[config.mk]
export PLATFORM = sky130hd
export DESIGN_NAME = seven_segment_scan_driver
export DESIGN_NICKNAME = d
export VERILOG_FILES = /design/src/rtl/seven_segment_scan_driver.sv
export SDC_FILE = /design/constraint.sdc
export NUM_CORES = 1
export LEC_CHECK = 0
export BUFFER_PORTS_ARGS = -buffer_cell sky130_fd_sc_hd__buf_2
export CORE_UTILIZATION = 30
export CTS_CLUSTER_DIAMETER = 30
export DETAILED_ROUTE_END_ITERATION = 8
export PLACE_DENSITY_LB_ADDON = 0.3
export SLEW_MARGIN = 10
export SYNTH_ARGS = -nofsm -noshare
export SYNTH_HDL_FRONTEND = slang
export SYNTH_SLANG_ARGS = --single-unit
[constraint.sdc]
create_clock -name clk -period 2.45 [get_ports clk]
set_input_delay 0.1225 -clock clk [delete_from_list [all_inputs] [get_ports clk]]
set_output_delay 0.1225 -clock clk [all_outputs]
set_load 0.02 [all_outputs]
[src/rtl/seven_segment_scan_driver.sv]
`default_nettype none
// ============================================================================
// Module   : seven_segment_scan_driver
// Brief    : Multiplexed seven-segment display driver with a double-buffered
//            frame, full hex decode, leading-zero blanking, PWM dimming,
//            anti-ghost dead time and selectable drive polarity.
//
// Ports
//   clk            in   1             system clock
//   rst_n          in   1             asynchronous active-low reset
//   load           in   1             strobe: capture digits/dp/blank/brightness
//                                     into the shadow registers
//   digits         in   4*NUM_DIGITS  hex nibbles, digit 0 (rightmost) = [3:0]
//   dp             in   NUM_DIGITS    decimal point per digit, 1 = lit
//   blank          in   NUM_DIGITS    forced blank per digit (dp included)
//   brightness     in   PWM_BITS      on-duty level, 0 = dark
//   sevensegment   out  8             segments abcdefgh (bit7 = a, bit0 = dp)
//   enable         out  NUM_DIGITS    digit enables
//   update_pending out  1             shadow holds data not yet committed
//   frame_done     out  1             one-cycle pulse per frame boundary
//
// Revision : 1.0 - initial release
// ============================================================================
module seven_segment_scan_driver #(
    parameter int NUM_DIGITS  = 4,
    parameter int SCAN_DIV    = 25000,
    parameter int DEAD_CYCLES = 4,
    parameter int PWM_BITS    = 4,
    parameter bit ACTIVE_LOW  = 1'b1,
    parameter bit LZ_BLANK    = 1'b1
) (
    input  logic                    clk,
    input  logic                    rst_n,
    input  logic                    load,
    input  logic [4*NUM_DIGITS-1:0] digits,
    input  logic [NUM_DIGITS-1:0]   dp,
    input  logic [NUM_DIGITS-1:0]   blank,
    input  logic [PWM_BITS-1:0]     brightness,
    output logic [7:0]              sevensegment,
    output logic [NUM_DIGITS-1:0]   enable,
    output logic                    update_pending,
    output logic                    frame_done
);

    // ------------------------------------------------------------------------
    // Derived constants
    // ------------------------------------------------------------------------
    localparam int C_P_W = (SCAN_DIV > 1) ? $clog2(SCAN_DIV) : 1;
    localparam int C_I_W = $clog2(NUM_DIGITS);

    localparam logic [C_P_W-1:0] C_P_LAST = C_P_W'(SCAN_DIV - 1);
    localparam logic [C_P_W-1:0] C_P_DEAD = C_P_W'(DEAD_CYCLES);
    localparam logic [C_I_W-1:0] C_I_LAST = C_I_W'(NUM_DIGITS - 1);

    // The "all off" pin pattern doubles as the polarity XOR mask: an
    // active-high value XOR this mask gives the pin level.
    localparam logic [7:0]            C_SEG_OFF = {8{ACTIVE_LOW}};
    localparam logic [NUM_DIGITS-1:0] C_EN_OFF  = {NUM_DIGITS{ACTIVE_LOW}};

    // ------------------------------------------------------------------------
    // Elaboration-time parameter sanity checks
    // ------------------------------------------------------------------------
    if (NUM_DIGITS < 2) begin : g_chk_digits
        $error("NUM_DIGITS must be >= 2");
    end
    if (SCAN_DIV <= DEAD_CYCLES) begin : g_chk_div
        $error("SCAN_DIV must be greater than DEAD_CYCLES");
    end
    if (PWM_BITS < 1) begin : g_chk_pwm
        $error("PWM_BITS must be >= 1");
    end

    // ------------------------------------------------------------------------
    // Hex to segment decode, active-high abcdefg in bits [7:1], dp slot zero
    // ------------------------------------------------------------------------
    function automatic logic [7:0] f_decode(input logic [3:0] nib);
        logic [7:0] seg;
        case (nib)
            4'h0:    seg = 8'hFC;
            4'h1:    seg = 8'h60;
            4'h2:    seg = 8'hDA;
            4'h3:    seg = 8'hF2;
            4'h4:    seg = 8'h66;
            4'h5:    seg = 8'hB6;
            4'h6:    seg = 8'hBE;
            4'h7:    seg = 8'hE0;
            4'h8:    seg = 8'hFE;
            4'h9:    seg = 8'hF6;
            4'hA:    seg = 8'hEE;
            4'hB:    seg = 8'h3E;
            4'hC:    seg = 8'h9C;
            4'hD:    seg = 8'h7A;
            4'hE:    seg = 8'h9E;
            default: seg = 8'h8E;
        endcase
        return seg;
    endfunction

    // ------------------------------------------------------------------------
    // Scan engine: prescaler p, digit index i, PWM counter q
    // ------------------------------------------------------------------------
    logic [C_P_W-1:0]    r_p;
    logic [C_I_W-1:0]    r_i;
    logic [PWM_BITS-1:0] r_q;

    logic w_slot_end;
    logic w_frame_end;

    assign w_slot_end  = (r_p == C_P_LAST);
    assign w_frame_end = w_slot_end && (r_i == C_I_LAST);

    always_ff @(posedge clk or negedge rst_n) begin
        if (!rst_n) begin
            r_p <= '0;
            r_i <= '0;
            r_q <= '0;
        end else begin
            if (w_slot_end) begin
                r_p <= '0;
                // Explicit wrap so non-power-of-two digit counts work.
                r_i <= (r_i == C_I_LAST) ? '0 : r_i + C_I_W'(1);
            end else begin
                r_p <= r_p + C_P_W'(1);
            end
            // The PWM phase is re-aligned to every slot so each digit sees
            // the same duty pattern after its dead time.
            r_q <= w_slot_end ? '0 : r_q + PWM_BITS'(1);
        end
    end

    // ------------------------------------------------------------------------
    // Double buffer: shadow written by load, active updated only at the
    // frame boundary so a frame never mixes old and new data.
    // ------------------------------------------------------------------------
    logic [4*NUM_DIGITS-1:0] r_sh_digits;
    logic [NUM_DIGITS-1:0]   r_sh_dp;
    logic [NUM_DIGITS-1:0]   r_sh_blank;
    logic [PWM_BITS-1:0]     r_sh_bright;

    logic [4*NUM_DIGITS-1:0] r_act_digits;
    logic [NUM_DIGITS-1:0]   r_act_dp;
    logic [NUM_DIGITS-1:0]   r_act_blank;
    logic [PWM_BITS-1:0]     r_act_bright;

    logic r_pending;

    always_ff @(posedge clk or negedge rst_n) begin
        if (!rst_n) begin
            r_sh_digits  <= '0;
            r_sh_dp      <= '0;
            r_sh_blank   <= '0;
            r_sh_bright  <= '0;
            r_act_digits <= '0;
            r_act_dp     <= '0;
            r_act_blank  <= '0;
            r_act_bright <= '0;
            r_pending    <= 1'b0;
        end else begin
            if (load) begin
                r_sh_digits <= digits;
                r_sh_dp     <= dp;
                r_sh_blank  <= blank;
                r_sh_bright <= brightness;
            end
            // Commit reads the pre-edge shadow; a load on the same edge
            // therefore lands in the next frame and keeps pending set.
            if (w_frame_end && r_pending) begin
                r_act_digits <= r_sh_digits;
                r_act_dp     <= r_sh_dp;
                r_act_blank  <= r_sh_blank;
                r_act_bright <= r_sh_bright;
            end
            r_pending <= load | (r_pending & ~w_frame_end);
        end
    end

    assign update_pending = r_pending;

    // ------------------------------------------------------------------------
    // Per-digit segment bytes (active-high), including blanking rules
    // ------------------------------------------------------------------------
    logic [NUM_DIGITS-1:0][7:0] w_digit_seg;

    for (genvar k = 0; k < NUM_DIGITS; k++) begin : g_digit
        logic [3:0] w_nib;
        logic       w_lz;

        assign w_nib = r_act_digits[4*k +: 4];

        if (k == 0) begin : g_lsd
            // The rightmost digit always shows, so a value of zero reads "0".
            assign w_lz = 1'b0;
        end else begin : g_upper
            // Blank when this nibble and every nibble above it are zero.
            assign w_lz = LZ_BLANK && (r_act_digits[4*NUM_DIGITS-1:4*k] == '0);
        end

        // Forced blank wins over everything; leading-zero blanking keeps dp.
        assign w_digit_seg[k] = r_act_blank[k] ? 8'h00 :
                                w_lz           ? {7'b0, r_act_dp[k]} :
                                (f_decode(w_nib) | {7'b0, r_act_dp[k]});
    end

    // ------------------------------------------------------------------------
    // Lit decision and registered outputs
    // ------------------------------------------------------------------------
    logic                  w_lit;
    logic [7:0]            w_seg_ah;
    logic [NUM_DIGITS-1:0] w_en_ah;

    assign w_lit    = (r_p >= C_P_DEAD) && (r_q < r_act_bright);
    assign w_seg_ah = w_digit_seg[r_i];
    assign w_en_ah  = w_lit ? (NUM_DIGITS'(1) << r_i) : '0;

    // Segments and enables leave through the same register stage so they
    // switch on the same edge; the dead time then covers the changeover.
    always_ff @(posedge clk or negedge rst_n) begin
        if (!rst_n) begin
            sevensegment <= C_SEG_OFF;
            enable       <= C_EN_OFF;
            frame_done   <= 1'b0;
        end else begin
            sevensegment <= w_seg_ah ^ C_SEG_OFF;
            enable       <= w_en_ah ^ C_EN_OFF;
            frame_done   <= w_frame_end;
        end
    end

endmodule
`default_nettype wire
Word level (Yosys, flattened, before mapping)
Memory sizes are Yosys's and may differ from the RTL's.
Cells that the tools add are included.
- flip-flop bits (word level): 91
- bits in read-only memories: 448
- word-level logic and storage cells: 56
- memories kept: 4
- add/sub/neg operators: 3
- $lt $le $gt $ge: 3
- equal/unequal tests: 2
- shift operators: 1
- mux-type cells: 13
- bitwise logic cells: 9
- reduce and logical (&&, ||, !) cells: 6
- memories (memory ; words ; bits a word ; read ports ; clocked after Yosys merged registers in ; wr ports ; RTL line ; text):
    (no name shown) ; 16 ; 7 ; 1 ; 0 ; 0 ; 78 ; case (nib)
    (no name shown) ; 16 ; 7 ; 1 ; 0 ; 0 ; 78 ;
    (no name shown) ; 16 ; 7 ; 1 ; 0 ; 0 ; 78 ;
    (no name shown) ; 16 ; 7 ; 1 ; 0 ; 0 ; 78 ;
- operators with widths (kind ; count):
    two-way mux 8 bit ; 8
    OR 8 x 1 -> 8 bit ; 4
    binary-select mux 8 bit (select 2 bit) ; 1
    adder 15 x 1 -> 15 bit, second input constant ; 1
    equality test 15 bit, second input constant ; 1
    >= comparator 15 x 3 -> 1 bit, second input constant ; 1
    two-way mux 15 bit ; 1
    zero test 12 bit ; 1
    zero test 8 bit ; 1
    two-way mux 4 bit ; 2
    NOT 8 bit ; 1
    adder 4 x 1 -> 4 bit, second input constant ; 1
    zero test 4 bit ; 1
    < comparator 4 bit ; 1
    NOT 4 bit ; 1
    << shifter 1 x 2 -> 4 bit, first input constant ; 1
    logical AND 1 bit ; 3
    < comparator 2 x 3 -> 1 bit, second input constant ; 1
    adder 2 x 1 -> 2 bit, second input constant ; 1
    equality test 2 bit, second input constant ; 1
    two-way mux 2 bit ; 1
    AND 1 bit ; 1
    NOT 1 bit ; 1
    OR 1 bit ; 1

Longest topological paths before layout
An unclocked memory read counts as a cell.
- depth after elaboration: 7
- mapped depth: 8

Worst setup path after synthesis
OpenSTA, ideal clock, no wires.
- kind: register -> register
- start point: register r_p[9]
- end point: register r_act_blank[1]
- setup time: 125 ps
- arrival: 2012 ps
- data required time: 2325 ps
- slack: 313 ps
- cell stages (with the launch flop): 8
- buffers on the path: 3
- clock period less this slack: 2137 ps
- cell sequence: dfrtp_1 > or4_1 > and4b_1 > buf_4 > and3_4 > buf_12 > buf_12 > mux2_4
- longest elaborated chain between the ends: 3
- ends and longest elaborated chain (item ; RTL line ; text):
    from (decl) ; 102 ; logic [C_P_W-1:0] r_p;
    from (signal assigned) ; 123 ; r_p <= r_p + C_P_W'(1);
    equality test 15 bit ; 109 ; assign w_slot_end = (r_p == C_P_LAST);
    logical AND 1 bit ; 110 ; assign w_frame_end = w_slot_end && (r_i == C_I_LAST);
    logical AND 1 bit ; 167 ; if (w_frame_end && r_pending) begin
    to (signal assigned) ; 170 ; r_act_blank <= r_sh_blank;
    to (decl) ; 142 ; logic [NUM_DIGITS-1:0] r_act_blank;
No other way between the ends.
A chain may end at the register's enable or synchronous reset.

Final worst setup path
- start point: register r_act_digits[12]
- end point: register sevensegment[1]
- longest elaborated chain between the ends: 7
- ends and longest elaborated chain (item ; RTL line ; text):
    from (decl) ; 140 ; logic [4*NUM_DIGITS-1:0] r_act_digits;
    from (signal assigned) ; 168 ; r_act_digits <= r_sh_digits;
    memory (16 x 7 bit) ; - ;
    OR 8 x 1 -> 8 bit ; 201 ; (f_decode(w_nib) | {7'b0, r_act_dp[k]});
    two-way mux 8 bit ; 200 ; w_lz ? {7'b0, r_act_dp[k]} :
    two-way mux 8 bit ; 199 ; assign w_digit_seg[k] = r_act_blank[k] ? 8'h00 :
    binary-select mux 8 bit (select 2 bit) * ; 212 ; assign w_seg_ah = w_digit_seg[r_i];
    two-way mux 8 bit (implied by the code) * ; 212 ;
    NOT 8 bit (no source line) * ; - ;
    to (signal assigned) ; 223 ; sevensegment <= w_seg_ah ^ C_SEG_OFF;
    to (decl) ; 39 ; output logic [7:0] sevensegment,
Mark *: on every way between the ends. The rest lies on a longest branch, timed or not. The select of a mux whose other input is x is not followed.

==> results.sh <==
export IMPL_power_mw=3.017
export IMPL_fin_crit_sh_pct=95.37
export IMPL_ys_flop_type="dfrtp_1"
export IMPL_fmax_mhz=428.0
export IMPL_wl_per_cell_um=14.58
export IMPL_required_ns=2.74
export IMPL_busiest_layer="met2"
export IMPL_fin_skew_ns=0.008884
export IMPL_arrival_ns=2.63
export IMPL_holdWs_ns=0.008523
export IMPL_yosysUniqueCellTypes=54
export IMPL_worstMarginPinSlew_ns=0.7292
export IMPL_async_flop_share_pct=100.0
export IMPL_p_leak_nw=2.557
export IMPL_cts_tree="done"
export IMPL_met3_usage_pct=3.362
export IMPL_rows=46
export IMPL_port_buffers=44
export IMPL_ir_drop_mv=0.2963
export IMPL_slew_viol_final=0
export IMPL_instances_no_fill=692
export IMPL_cp_max_fo=7
export IMPL_cts_root_buf="clkbuf_16"
export IMPL_relSlewSlack_pct=51.39
export IMPL_syn_num_nets=469
export IMPL_grt_max_degree=47
export IMPL_grt_util_met1_pct=16.67
export IMPL_cts_setup_buffers=0
export IMPL_synth_edf_count=0
export IMPL_hpwl_um=7250
export IMPL_fp_coreArea_um2=15890
export IMPL_yosysWarningCount=0
export IMPL_place_area_um2=5376
export IMPL_hold_path_class="input port to flip-flop"
export IMPL_powerDensity_nw_per_um2=516.4
export IMPL_first_pass_iters=4
export IMPL_fin_ws_ns=0.1135
export IMPL_die_area_um2=16830
export IMPL_drive_gt1_share_pct=32.35
export IMPL_syn_area_per_cell_um2=12.11
export IMPL_pre_cts_ws_ns=0.1483
export IMPL_die_h_um=129.7
export IMPL_totalWireLength_um=10090
export IMPL_syn_area_um2=4893
export IMPL_final_hold_viol_count=0
export IMPL_status="completed"
export IMPL_critPathKind="flip-flop to flip-flop"
export IMPL_cts_inserted_buffers=9
export IMPL_vias=3277
export IMPL_synth_seq_cells=91
export IMPL_drt_iter0_drc=343
export IMPL_remaining_drc_errors=0
export IMPL_io_pins=45
export IMPL_syn_to_final_growth_pct=19.38
export IMPL_rsz0062_at_grt="no"
export IMPL_tns_ns=0
export IMPL_grt_pass1_wl_um=16950
export IMPL_setup_viol=0
export IMPL_grt_usage_pct=13.33
export IMPL_critPathCaptureType="flip-flop"
export IMPL_cap_violations=0
export IMPL_dp_cells=659
export IMPL_met2_usage_pct=21.39
export IMPL_ant_nets=0
export IMPL_clkSlewWorstSetupHoldPaths_ns=0.06
export IMPL_min_period_ns=2.336
export IMPL_synthCells=404
export IMPL_grt_pass1_vias=3378
export IMPL_viasPerCell=4.736
export IMPL_fin_area_um2=5842
export IMPL_cts_sinks=91
export IMPL_clock_latency_ns=0.35
export IMPL_nets=537
export IMPL_final_util_pct=36.78
export IMPL_grt_overflow=0
export IMPL_start_util_pct=30.80
export IMPL_antenna_found_initial=0
export IMPL_place_congestion=0.8281
export IMPL_n_antenna_cell=0
export IMPL_fp_dieW_um=129.7
export IMPL_start_kind="flip-flop"
export IMPL_ctsHtreeMaxLevel=3
export IMPL_ys_seq_area_share_pct=46.84
export IMPL_cts_buffer_depth=2
[cells in the mapped netlist (3+ instances only)]
master | count | area, um^2
mux2i_1 | 10 | 100.1
buf_1 | 3 | 11.26
a221o_1 | 3 | 30.03
nor2b_1 | 10 | 62.56
a21o_1 | 4 | 30.03
nand2b_1 | 3 | 18.77
o221ai_1 | 3 | 26.28
o211ai_1 | 9 | 67.56
or3_1 | 3 | 18.77
clkbuf_1 | 11 | 41.29
nor3_1 | 7 | 35.03
dfrtp_1 | 79 | 1977
ha_1 | 34 | 425.4
a21oi_1 | 14 | 70.07
mux4_2 | 3 | 67.56
xor2_1 | 6 | 52.55
mux2_2 | 41 | 461.7
nand3_1 | 11 | 55.05
and3_1 | 5 | 31.28
inv_1 | 23 | 86.33
nor2_1 | 20 | 75.07
dfstp_2 | 12 | 315.3
o21ai_0 | 11 | 55.05
buf_12 | 3 | 60.06
o31ai_1 | 3 | 22.52
xnor2_1 | 7 | 61.31
nand2_1 | 11 | 41.29
mux2_4 | 20 | 300.3
[what timing repair did]
action,in CTS,in global routing
endpoints found under the hold margin,56,2
resized for setup,0,1
hold buffers,16,2
setup endpoints to repair,0,1
[placed cells by master (no fill, tap or decap), types with 11 or more instances in the layout]
cell type	n
buf_2	43
ha_1	34
o21ai_0	11
nor2_1	20
buf_4	13
mux2_4	20
nand2_1	11
mux2_2	41
dlygate4sd3_1	18
nand3_1	11
a21oi_1	14
inv_1	23
dfstp_2	12
dfrtp_1	79
[cell families (layout without fill, tap and decap cells)]
family                   after synthesis  count (layout)  synth area share (%)
flip-flops                            91              91                 46.84
AND/OR/NAND/NOR                       85              85                 9.333
multiplexers                          74              74                 19.00
AO/OA/AOI/OAI                         66              66                 9.589
buffers and inverters                 41             113                 4.219
adder cells (fa/ha/maj)               34              34                 8.693
XOR/XNOR                              13              13                 2.327
[cell type report]
class	count	area, um^2
clock buffer	11	252.7
clock inverter	4	26.28
fill	1596	10040
inverter	23	86.33
multi-input combinational	272	2401
sequential	91	2292
tap	216	270.3
timing repair buffer	75	513.0
[state kept, by name (all words and copies together), names as in the netlist]
| signal | cells |
|---|---|
| r_sh_dp | 4 |
| r_act_digits | 16 |
| r_act_bright | 4 |
| r_sh_blank | 4 |
| r_act_blank | 4 |
| r_i | 2 |
| r_act_dp | 4 |
| r_q | 4 |
| update_pending | 1 |
| frame_done | 1 |
| r_sh_digits | 16 |
| r_p | 15 |
| r_sh_bright | 4 |
| sevensegment | 8 |
| enable | 4 |
[layer usage]
layer / part of all wire [%] / wire (um) / vias up
met5: 0 / 0 / -
met4: 2.4 / 239 / 0
met2: 47 / 4792 / 53
met3: 3.7 / 377 / 17
met1: 46 / 4680 / 1620
li1: - / - / 1587
[critical path, stage by stage, from the launching register on]
cell and delay (ns):
dfrtp_1 0.44, inv_1 0.16, ha_1 0.16, or3b_2 0.49, o41a_1 0.55, a221oi_2 0.33
a31o_2 0.15
[where the power goes]
part           internal [mW]  leakage (nW)  total (mW)  switching [mW]
combinational         0.0807          1.28       0.139          0.0584
clock                  0.735         0.137        1.30           0.567
sequential              1.55          1.14        1.58          0.0263
total                   2.37          2.56        3.02           0.651
[path summary, 6_finish.rpt]
kind                                  start               to  slack [ns]  cells after the start
max                        r_act_digits[12]  sevensegment[1]        0.11                      6
min                               digits[5]   r_sh_digits[5]       0.009                      2
max reg2reg                r_act_digits[12]  sevensegment[1]        0.11                      6
min reg2reg                          r_p[0]           r_p[0]        0.48                      1
max in group asynchronous             rst_n        enable[3]        1.39                      3
min in group asynchronous             rst_n       r_sh_dp[3]        0.33                      2
Power figures use the tool's default switching activity.
